--- src/rtl/ysyx_25040111_ifu_pkg.sv ---
// Shared IFU definitions: default fetch PC and the FIFO entry layout {err, pc, inst}.
package ysyx_25040111_ifu_pkg;
  localparam logic [31:0] IFU_RESET_PC = 32'h8000_0000;
  localparam int INST_W   = 32;
  localparam int INST_LSB = 0;
  localparam int PC_LSB   = INST_LSB + INST_W;

  function automatic int err_bit(int xlen);
    return PC_LSB + xlen;
  endfunction

  function automatic int entry_w(int xlen);
    return INST_W + xlen + 1;
  endfunction
endpackage

--- src/rtl/ysyx_25040111_sync_fifo.sv ---
// Shift-register FIFO: the head always sits in slot 0, so dout comes straight off a flop.
module ysyx_25040111_sync_fifo #(
  parameter int WIDTH = 65,
  parameter int DEPTH = 4,
  localparam int CW = $clog2(DEPTH) + 1
) (
  input  logic             clk,
  input  logic             reset,
  input  logic             push,
  input  logic             pop,
  input  logic             flush,
  input  logic [WIDTH-1:0] din,
  output logic [WIDTH-1:0] dout,
  output logic             valid,
  output logic [CW-1:0]    count
);
  logic [DEPTH-1:0][WIDTH-1:0] q, q_n;
  logic [CW-1:0] cnt_n, wr_idx;
  logic pop_en;

  assign pop_en = pop & valid;
  assign dout   = q[0];

  always_comb begin
    q_n    = q;
    wr_idx = count;
    if (pop_en) begin
      for (int i = 0; i < DEPTH - 1; i++) q_n[i] = q[i+1];
      wr_idx = count - CW'(1);
    end
    if (push)
      for (int i = 0; i < DEPTH; i++)
        if (wr_idx == CW'(i)) q_n[i] = din;
    cnt_n = count + CW'(push) - CW'(pop_en);
  end

  always_ff @(posedge clk or posedge reset) begin
    if (reset) begin
      q     <= '0;
      count <= '0;
      valid <= 1'b0;
    end else if (flush) begin
      count <= '0;
      valid <= 1'b0;
    end else begin
      q     <= q_n;
      count <= cnt_n;
      valid <= (cnt_n != '0);
    end
  end
endmodule

--- src/rtl/ysyx_25040111_ifu_prefetch.sv ---
// Prefetching IFU: up to MAX_OUT in-order bus requests, responses queued with their PCs for the IDU.
module ysyx_25040111_ifu_prefetch
  import ysyx_25040111_ifu_pkg::*;
#(
  parameter int XLEN    = 32,
  parameter int DEPTH   = 4,
  parameter int MAX_OUT = 2,
  parameter logic [XLEN-1:0] RESET_PC = XLEN'(IFU_RESET_PC)
) (
  input  logic            clk,
  input  logic            reset,
  input  logic            redirect_valid,
  input  logic [XLEN-1:0] redirect_pc,
  output logic            req_valid,
  input  logic            req_ready,
  output logic [XLEN-1:0] req_addr,
  input  logic            rsp_valid,
  input  logic [31:0]     rsp_data,
  input  logic            rsp_err,
  output logic            out_valid,
  input  logic            out_ready,
  output logic [31:0]     out_inst,
  output logic [XLEN-1:0] out_pc,
  output logic            out_err
);
  localparam int CW  = $clog2(DEPTH) + 1;
  localparam int CW1 = CW + 1;
  localparam int EW  = entry_w(XLEN);
  localparam logic [CW-1:0] MAX_C   = CW'(MAX_OUT);
  localparam logic [CW:0]   DEPTH_C = CW1'(DEPTH);

  logic [XLEN-1:0] fetch_pc, fetch_pc_n, rsp_pc, rsp_pc_n, req_addr_n;
  logic [CW-1:0]   inflight, inflight_n, stale, stale_n, fifo_cnt, cnt_n;
  logic            halted, halted_n, req_stale, req_stale_n, req_valid_n;
  logic            hs, pending, issue, fifo_push, fifo_pop;
  logic [EW-1:0]   fifo_din, fifo_dout;

  assign hs        = req_valid & req_ready;
  assign pending   = req_valid & ~req_ready;
  assign fifo_push = rsp_valid & (stale == '0) & ~redirect_valid;
  assign fifo_pop  = out_valid & out_ready & ~redirect_valid;

  assign fifo_din[INST_LSB +: INST_W] = rsp_data;
  assign fifo_din[PC_LSB +: XLEN]     = rsp_pc;
  assign fifo_din[err_bit(XLEN)]      = rsp_err;

  assign out_inst = fifo_dout[INST_LSB +: INST_W];
  assign out_pc   = fifo_dout[PC_LSB +: XLEN];
  assign out_err  = fifo_dout[err_bit(XLEN)];

  ysyx_25040111_sync_fifo #(.WIDTH(EW), .DEPTH(DEPTH)) u_fifo (
    .clk   (clk),
    .reset (reset),
    .push  (fifo_push),
    .pop   (fifo_pop),
    .flush (redirect_valid),
    .din   (fifo_din),
    .dout  (fifo_dout),
    .valid (out_valid),
    .count (fifo_cnt)
  );

  always_comb begin
    fetch_pc_n  = fetch_pc;
    rsp_pc_n    = rsp_pc;
    inflight_n  = inflight;
    stale_n     = stale;
    halted_n    = halted;
    req_stale_n = req_stale;
    cnt_n       = fifo_cnt + CW'(fifo_push) - CW'(fifo_pop);
    if (redirect_valid) begin
      // Everything still owed by the bus, including this cycle's beat and accept, belongs to the old stream.
      fetch_pc_n  = redirect_pc;
      rsp_pc_n    = redirect_pc;
      stale_n     = stale + inflight - CW'(rsp_valid) + CW'(hs);
      inflight_n  = '0;
      halted_n    = 1'b0;
      req_stale_n = pending;
      cnt_n       = '0;
    end else begin
      if (hs) begin
        if (req_stale) begin
          stale_n     = stale_n + CW'(1);
          req_stale_n = 1'b0;
        end else begin
          fetch_pc_n = fetch_pc + XLEN'(4);
          inflight_n = inflight_n + CW'(1);
        end
      end
      if (rsp_valid) begin
        if (stale != '0) stale_n = stale_n - CW'(1);
        else begin
          rsp_pc_n   = rsp_pc + XLEN'(4);
          inflight_n = inflight_n - CW'(1);
          if (rsp_err) halted_n = 1'b1;
        end
      end
    end
    // Reserve a FIFO slot per outstanding request so responses never need backpressure.
    issue       = ~pending & ~halted_n & (inflight_n < MAX_C) &
                  (({1'b0, inflight_n} + {1'b0, cnt_n}) < DEPTH_C);
    req_valid_n = pending | issue;
    req_addr_n  = issue ? fetch_pc_n : req_addr;
  end

  always_ff @(posedge clk or posedge reset) begin
    if (reset) begin
      fetch_pc  <= RESET_PC;
      rsp_pc    <= RESET_PC;
      inflight  <= '0;
      stale     <= '0;
      halted    <= 1'b0;
      req_stale <= 1'b0;
      req_valid <= 1'b0;
      req_addr  <= RESET_PC;
    end else begin
      fetch_pc  <= fetch_pc_n;
      rsp_pc    <= rsp_pc_n;
      inflight  <= inflight_n;
      stale     <= stale_n;
      halted    <= halted_n;
      req_stale <= req_stale_n;
      req_valid <= req_valid_n;
      req_addr  <= req_addr_n;
    end
  end
endmodule
--- config.mk ---
export PLATFORM = sky130hd
export DESIGN_NAME = ysyx_25040111_ifu_prefetch
export DESIGN_NICKNAME = d
export VERILOG_FILES = /design/src/rtl/ysyx_25040111_ifu_pkg.sv /design/src/rtl/ysyx_25040111_sync_fifo.sv /design/src/rtl/ysyx_25040111_ifu_prefetch.sv
export SDC_FILE = /design/constraint.sdc
export NUM_CORES = 1
export LEC_CHECK = 0
export BUFFER_PORTS_ARGS = -buffer_cell sky130_fd_sc_hd__buf_4
export CORE_MARGIN = 5
export CORE_UTILIZATION = 45
export DETAILED_ROUTE_END_ITERATION = 7
export SYNTH_ARGS = -nofsm -noshare
export SYNTH_HDL_FRONTEND = slang
export SYNTH_HIERARCHICAL = 1
export SYNTH_SLANG_ARGS = --single-unit
--- constraint.sdc ---
create_clock -name clk -period 19.3 [get_ports clk]
set_input_delay 0 -clock clk [delete_from_list [all_inputs] [get_ports clk]]
set_output_delay 0 -clock clk [all_outputs]
set_load 0.005 [all_outputs]
==> results of run 1 <==
[final cells by class]
| class | count | area (sq um) | area share, % |
|---|---|---|---|
| multi-input cells | 901 | 7313 | 35.48 |
| clock inverters | 5 | 42.54 | 0.2064 |
| clock buffers | 60 | 1176 | 5.706 |
| inverters | 31 | 126.4 | 0.6131 |
| repair buffers | 252 | 2062 | 10.00 |
| diodes | 2 | 5.005 | 0.02428 |
| flip-flops and latches | 369 | 9238 | 44.82 |
| well taps | 518 | 648.1 | 3.145 |
[metal layers]
layer	track usage [%]	wire [microns]	share of wire, %	vias to the layer above
met4	4.213	715	1.6	0
met3	3.193	2232	5.0	53
met2	31.84	20460	46	344
met5	0	0	0	-
li1	-	-	-	5631
met1	29.65	21070	47	6210
[logic make-up after synthesis]
family,after synthesis,share of synthesized area (%)
AO/OA/AOI/OAI,298,15.21
XOR/XNOR,41,2.109
adder cells (fa/ha/maj),19,1.515
buffers and inverters,197,6.971
flip-flops,369,52.25
multiplexers,120,7.636
AND/OR/NAND/NOR,423,14.31
[flip-flops by register name, summed over array words and instances, names as in the netlist, 3 cells and up]
| register | cells |
|---|---|
| inflight | 3 |
| req_addr | 32 |
| fetch_pc | 32 |
| stale | 3 |
| u_fifo/q | 195 |
| u_fifo/count | 3 |
| rsp_pc | 32 |
| u_fifo/dout | 65 |
[report_power, final]
part | switching, W | internal (W)
Clock | 0.000304 | 0.000419
Sequential | 0.0000968 | 0.000905
Combinational | 0.000236 | 0.000326
[how the worst min path moves through the flow]
stage / start / endpoint / slack (ps) / depth (start not counted)
4_1_cts: redirect_valid / u_fifo/count[0]$_DFF_PP0_ / 80 / 2
2_1_floorplan: req_ready / req_stale$_DFFE_PP0P_ / 90 / 1
3_3_place_gp: reset / rsp_pc[25]$_DFFE_PP0P_ / 160 / 2
5_1_grt: redirect_valid / u_fifo/count[0]$_DFF_PP0_ / 110 / 2
3_5_place_dp: reset / rsp_pc[25]$_DFFE_PP0P_ / 160 / 2
6_report: redirect_valid / u_fifo/count[0]$_DFF_PP0_ / 100 / 2
[synth_stat cells, drive strengths merged (4+ instances only)]
cell    number  area, sq um
a211oi      11        82.58
a21boi       4        30.03
a21o         5        37.54
a21oi       23        115.1
a221o      195         1952
a31oi        6        37.54
and2         5        31.28
and2b       10        75.07
and3        15        93.84
and3b        4        35.03
and4        14        122.6
buf        130        980.9
clkbuf      36        135.1
dfrtp      366         9159
fa           4        80.08
ha          15        187.7
inv         30        112.6
mux2       113         1276
mux2i        7        73.82
nand2       41        153.9
nand2b      10        62.56
nand3       19        100.1
nand4       15        100.1
nand4b       4        41.29
nor2        37        138.9
nor2b      194         1214
nor3        18        90.09
nor4        15        108.9
o21a         6        45.04
o21ai       13        65.06
o31a        10        87.58
o31ai        7        52.55
or2          5        31.28
or3          7        43.79
or4          4        30.03
xnor2       21        183.9
xor2        19        166.4
[metrics by stage]
step           std cells  util [%]  hold slack [ps]  cell area, sq um  setup slack [ps]
2_1_floorplan       1467         -            90.66             17680             12030
6_report            2138     53.21            96.95             20610             14890
4_1_cts             2136     53.19            75.74             20610             14870
5_1_grt             2136     53.19            108.2             20610             14560
3_3_place_gp        2003     48.29            158.3             18710             14970
3_5_place_dp        2003     48.29            160.2             18710             14900
[timing repair]
action / in CTS / in global routing
hold buffers: 68 / 0
endpoints found under the setup margin: 0 / 0
resized for setup: 0 / 0
hold endpoints to repair: 405 / 0
==> flow_metrics.tcl, run 1 <==
set metrics [dict create \
    vias 12238 \
    cts_tree "yes" \
    power_leakage_nw 9.767 \
    dp_hpwl_microns 26080 \
    cpPeakStageDelay_ps 510 \
    synthFlopType "dfrtp_1" \
    hold_viol_final 0 \
    clock_sinks 369 \
    cts_buffers 40 \
    async_flop_share_pct 100.0 \
    antenna_found_initial 0 \
    post-cts-setup-buffers 0 \
    setup_violations 0 \
    n_fill_cell 3405 \
    drive_gt1_share_pct 20.46 \
    rows 72 \
    crit_start "stale[0]$_DFF_PP0_" \
    cpMaxStageDelayCell "and3b_1" \
    mostFrequentLayoutCell "dfrtp_1" \
    cpMostUsedCell "ha_1" \
    drc_errors 0 \
    synth_edf_count 0 \
    htreeDepth 2 \
    p_per_area_mw_per_mm2 111.0 \
    area_growth_pct 16.58 \
    drt-wirelength-per-cell_microns 20.80 \
    reg2reg_from "stale[0]$_DFF_PP0_" \
    syn_area_sq_mm 0.01768 \
    core_area_sq_mm 0.03874 \
    path_cells "inv_1 -> ha_1 -> and3b_1 -> nand2_1 -> ha_1 -> inv_1 -> ha_1 -> fa_1 -> xnor2_1 -> nor2_1 -> ha_1 -> nor4_1 -> o21ai_1 -> nor4_4 -> buf_4 -> mux2_2" \
    antenna_left 0 \
    ys_types 68 \
    rrSetupSlack_ps 14890 \
    grt_max_degree 145 \
    cp.depth 16 \
    critPathBufInv 3 \
    grt-ovfl-total 0 \
    die-area_sq_mm 0.04335 \
    run_status "finished, final reports clean" \
    drt_iter0_drc 733 \
    grt_pass1_wl_microns 71790 \
    ioPinCount 170 \
    cap_violations 0 \
    crit_type "reg -> reg" \
    most-common-layout-cells "dfrtp_1, a221o_1, nor2b_1, buf_4, dlygate4sd3_1" \
    initial_core_util_pct 45.64 \
    ys_seq_area_share_pct 52.25 \
    fmax_mhz 227.0 \
    clock_latency_ps 540 \
    die_x_microns 208.2 \
    hp-class "in -> reg" \
    r2r_cells 16 \
    dr.pass1.iters 5 \
    ir_drop_v 0.00007751 \
    worstReg2RegEnd "req_addr[1]$_DFFE_PP0P_" \
    grtUsageTotal_pct 20.12 \
    syn_inst 1467 \
    fin_crit_sh_pct 22.83 \
    gp_congestion 0.8487 \
    port_buffers 169 \
    viasPerCell 5.724 \
    finalSetupTns_ps 0 \
    worst_slew_pin_slew_ps 1083 \
    crit_fanout 33 \
    start_kind "register" \
    syn-num-nets 1557 \
    root_buffer "clkbuf_16" \
    skew_ps 17.23 \
    ys_ff_latch 369 \
    cp-endpoint "req_addr[1]$_DFFE_PP0P_" \
    clk_pin_slew_ps 60 \
    end_kind "register" \
    critPathTopFamily "adder cells" \
    nNetsFinal 1685 \
    max-slew-margin-rel_pct 27.16 \
    grt_pass1_vias 12600 \
    rsz0062_at_grt "false" \
    avgSynthCellArea_sq_um 12.05 \
    drv_slew 0 \
    die_h_microns 208.2 \
    finalPower_w 0.002287 \
    required_ps 19710 \
    worstPathArrival_ps 4820 \
    cts_buffer_depth 3 \
    layout_min_cycle_time_ps 4406 \
    wl_microns 44480 \
    yosys_warnings 6 \
]
(Power assumes the default switching activity.)
==> inputs of run 2 (changes only) <==
- PLACE_DENSITY: not set -> 0.66
- clock period: 19.3 -> 4 ns (I/O delays scaled with it)
==> flow_metrics.tcl, run 2 (synthesis gave the netlist of run 1 again) <==
set metrics [dict create \
    dp_cells 2011 \
    max-slew-margin-rel_pct 18.69 \
    nNetsFinal 1702 \
    grt_pass1_wl_microns 72200 \
    cap_violations 0 \
    die_h_microns 208.2 \
    instances_no_fill 2159 \
    hold_viol_final 0 \
    mostFrequentLayoutCell "dfrtp_1" \
    dpl_cell_area_sq_mm 0.01885 \
    setup_violations 0 \
    grtUsageTotal_pct 20.19 \
    n_antenna_cell 0 \
    initial_core_util_pct 45.64 \
    top_register "u_fifo/q" \
    skew_ps 19.09 \
    grt_pass1_vias 12821 \
    rrSetupSlack_ps 240 \
    hp-class "in -> async" \
    antenna_left 0 \
    clk_pin_slew_ps 50 \
    ir_drop_v 0.0003328 \
    reg2reg_from "stale[0]$_DFF_PP0_" \
    grt_max_degree 157 \
    p_per_area_mw_per_mm2 544.2 \
    run_status "finished, final reports clean" \
    rows 72 \
    clock_latency_ps 550 \
    drc_errors 0 \
    finalCoreUtilization_pct 54.08 \
    crit_type "reg -> reg" \
    power_leakage_nw 9.911 \
    vias 12488 \
    cts_tree "yes" \
    die_x_microns 208.2 \
    dp_hpwl_microns 26370 \
    cts_buffer_depth 3 \
    area_growth_pct 18.50 \
    grt-ovfl-total 0 \
    die-area_sq_mm 0.04335 \
    fmax_mhz 266.0 \
    most-common-layout-cells "dfrtp_1, a221o_1, nor2b_1, buf_4, dlygate4sd3_1" \
    largest_register_ffs 195 \
    core_area_sq_mm 0.03874 \
    fin_crit_sh_pct 94.00 \
    htreeDepth 2 \
    worst_slew_pin_slew_ps 1217 \
    start_kind "register" \
    ioPinCount 170 \
    clock_sinks 369 \
    drv_slew 0 \
    worstReg2RegEnd "req_addr[3]$_DFFE_PP0P_" \
    port_buffers 169 \
    end_kind "register" \
    drive_gt1_share_pct 20.90 \
    antenna_found_initial 0 \
    drt-wirelength-per-cell_microns 20.76 \
    wl_microns 44820 \
    finalInstanceArea_sq_mm 0.02095 \
    drt_iter0_drc 883 \
    cts_buffers 41 \
    required_ps 4410 \
    crit_fanout 16 \
    worstPathArrival_ps 4170 \
    setup_ws_ps 240.0 \
    dr.pass1.iters 5 \
    viasPerCell 5.784 \
    r2r_cells 17 \
    layout_min_cycle_time_ps 3760 \
    whs_ps 237.6 \
    gp_congestion 0.8519 \
    root_buffer "clkbuf_16" \
    dpl_worst_slack_ps 83.96 \
]
==> run 2: cell types whose count changed in the layout (fill, tap and decap cells not counted), sizes merged <==
| cell | previous run | this run |
|---|---|---|
| buf | 184 | 193 |
| bufinv | 0 | 3 |
| clkbuf | 60 | 65 |
| clkinv | 3 | 4 |
| diode | 2 | 0 |
| dlygate4sd3 | 68 | 74 |
| inv | 32 | 31 |
==> run 2: timing repair <==
item	4_1_cts	5_1_grt
resized for setup	0	2
buffers inserted	0	1
hold buffers	74	0
endpoints found under the setup margin	0	32
hold endpoints to repair	353	0
==> run 2: worst max path at each step <==
| stage | slack [ps] | endpoint | cells past startpoint | startpoint |
|---|---|---|---|---|
| floorplan | 1 | req_addr[14]$_DFFE_PP0P_ | 18 | stale[0]$_DFF_PP0_ |
| global placement | 180 | req_addr[23]$_DFFE_PP0P_ | 16 | stale[0]$_DFF_PP0_ |
| detailed placement | 80 | req_addr[24]$_DFFE_PP0P_ | 16 | stale[0]$_DFF_PP0_ |
| global route | -9 | req_addr[10]$_DFFE_PP0P_ | 17 | stale[0]$_DFF_PP0_ |
| CTS | 90 | req_addr[3]$_DFFE_PP0P_ | 16 | stale[0]$_DFF_PP0_ |
| finish | 240 | req_addr[3]$_DFFE_PP0P_ | 17 | stale[0]$_DFF_PP0_ |
==> run 2: power by group <==
part / leakage [nW] / internal [W] / total (W) / switching (W)
Sequential: 4.83 / 0.00437 / 0.00484 / 0.000469
Combinational: 4.44 / 0.00167 / 0.00286 / 0.00119
Clock: 0.641 / 0.00224 / 0.00371 / 0.00147
Total: 9.91 / 0.00827 / 0.0114 / 0.00313
==> run 2: area by class of cell <==
class                      count  area (sq um)
fill                        3284         17790
sequential                   369          9238
multi-input combinational    901          7313
timing repair buffer         268          2315
clock buffer                  64          1195
tap                          518         648.1
inverter                      31         122.6
clock inverter                 8         118.9
==> run 2: critical path, cell delays in order (launching register included) <==
cell and delay [ps]:
dfrtp_1 380, inv_1 110, ha_2 220, and3b_1 190
nand2_1 80, ha_1 280, inv_1 40, ha_1 180
fa_1 380, xnor2_1 160, nor2_1 60, ha_1 320
nor4_2 220, o21ai_1 140, nor4_4 170, buf_4 190
clkbuf_16 190, mux2_2 340
==> run 2: per-stage QoR <==
step                      total power (W)  TNS, ps
after floorplan                  0.006755        0
after global placement           0.007568        0
after detailed placement         0.007629        0
after CTS                         0.01148        0
after global routing              0.01202   -8.562
final                             0.01140        0
==> run 2: layer usage <==
| metal | track usage (%) | up-vias | routed length [microns] | share of wire [%] |
|---|---|---|---|---|
| met5 | 0 | - | 0 | 0 |
| met4 | 4.689 | 0 | 828 | 1.8 |
| met3 | 3.043 | 66 | 2429 | 5.4 |
| met2 | 31.77 | 400 | 20510 | 46 |
| met1 | 29.81 | 6358 | 21050 | 47 |
| li1 | - | 5664 | - | - |
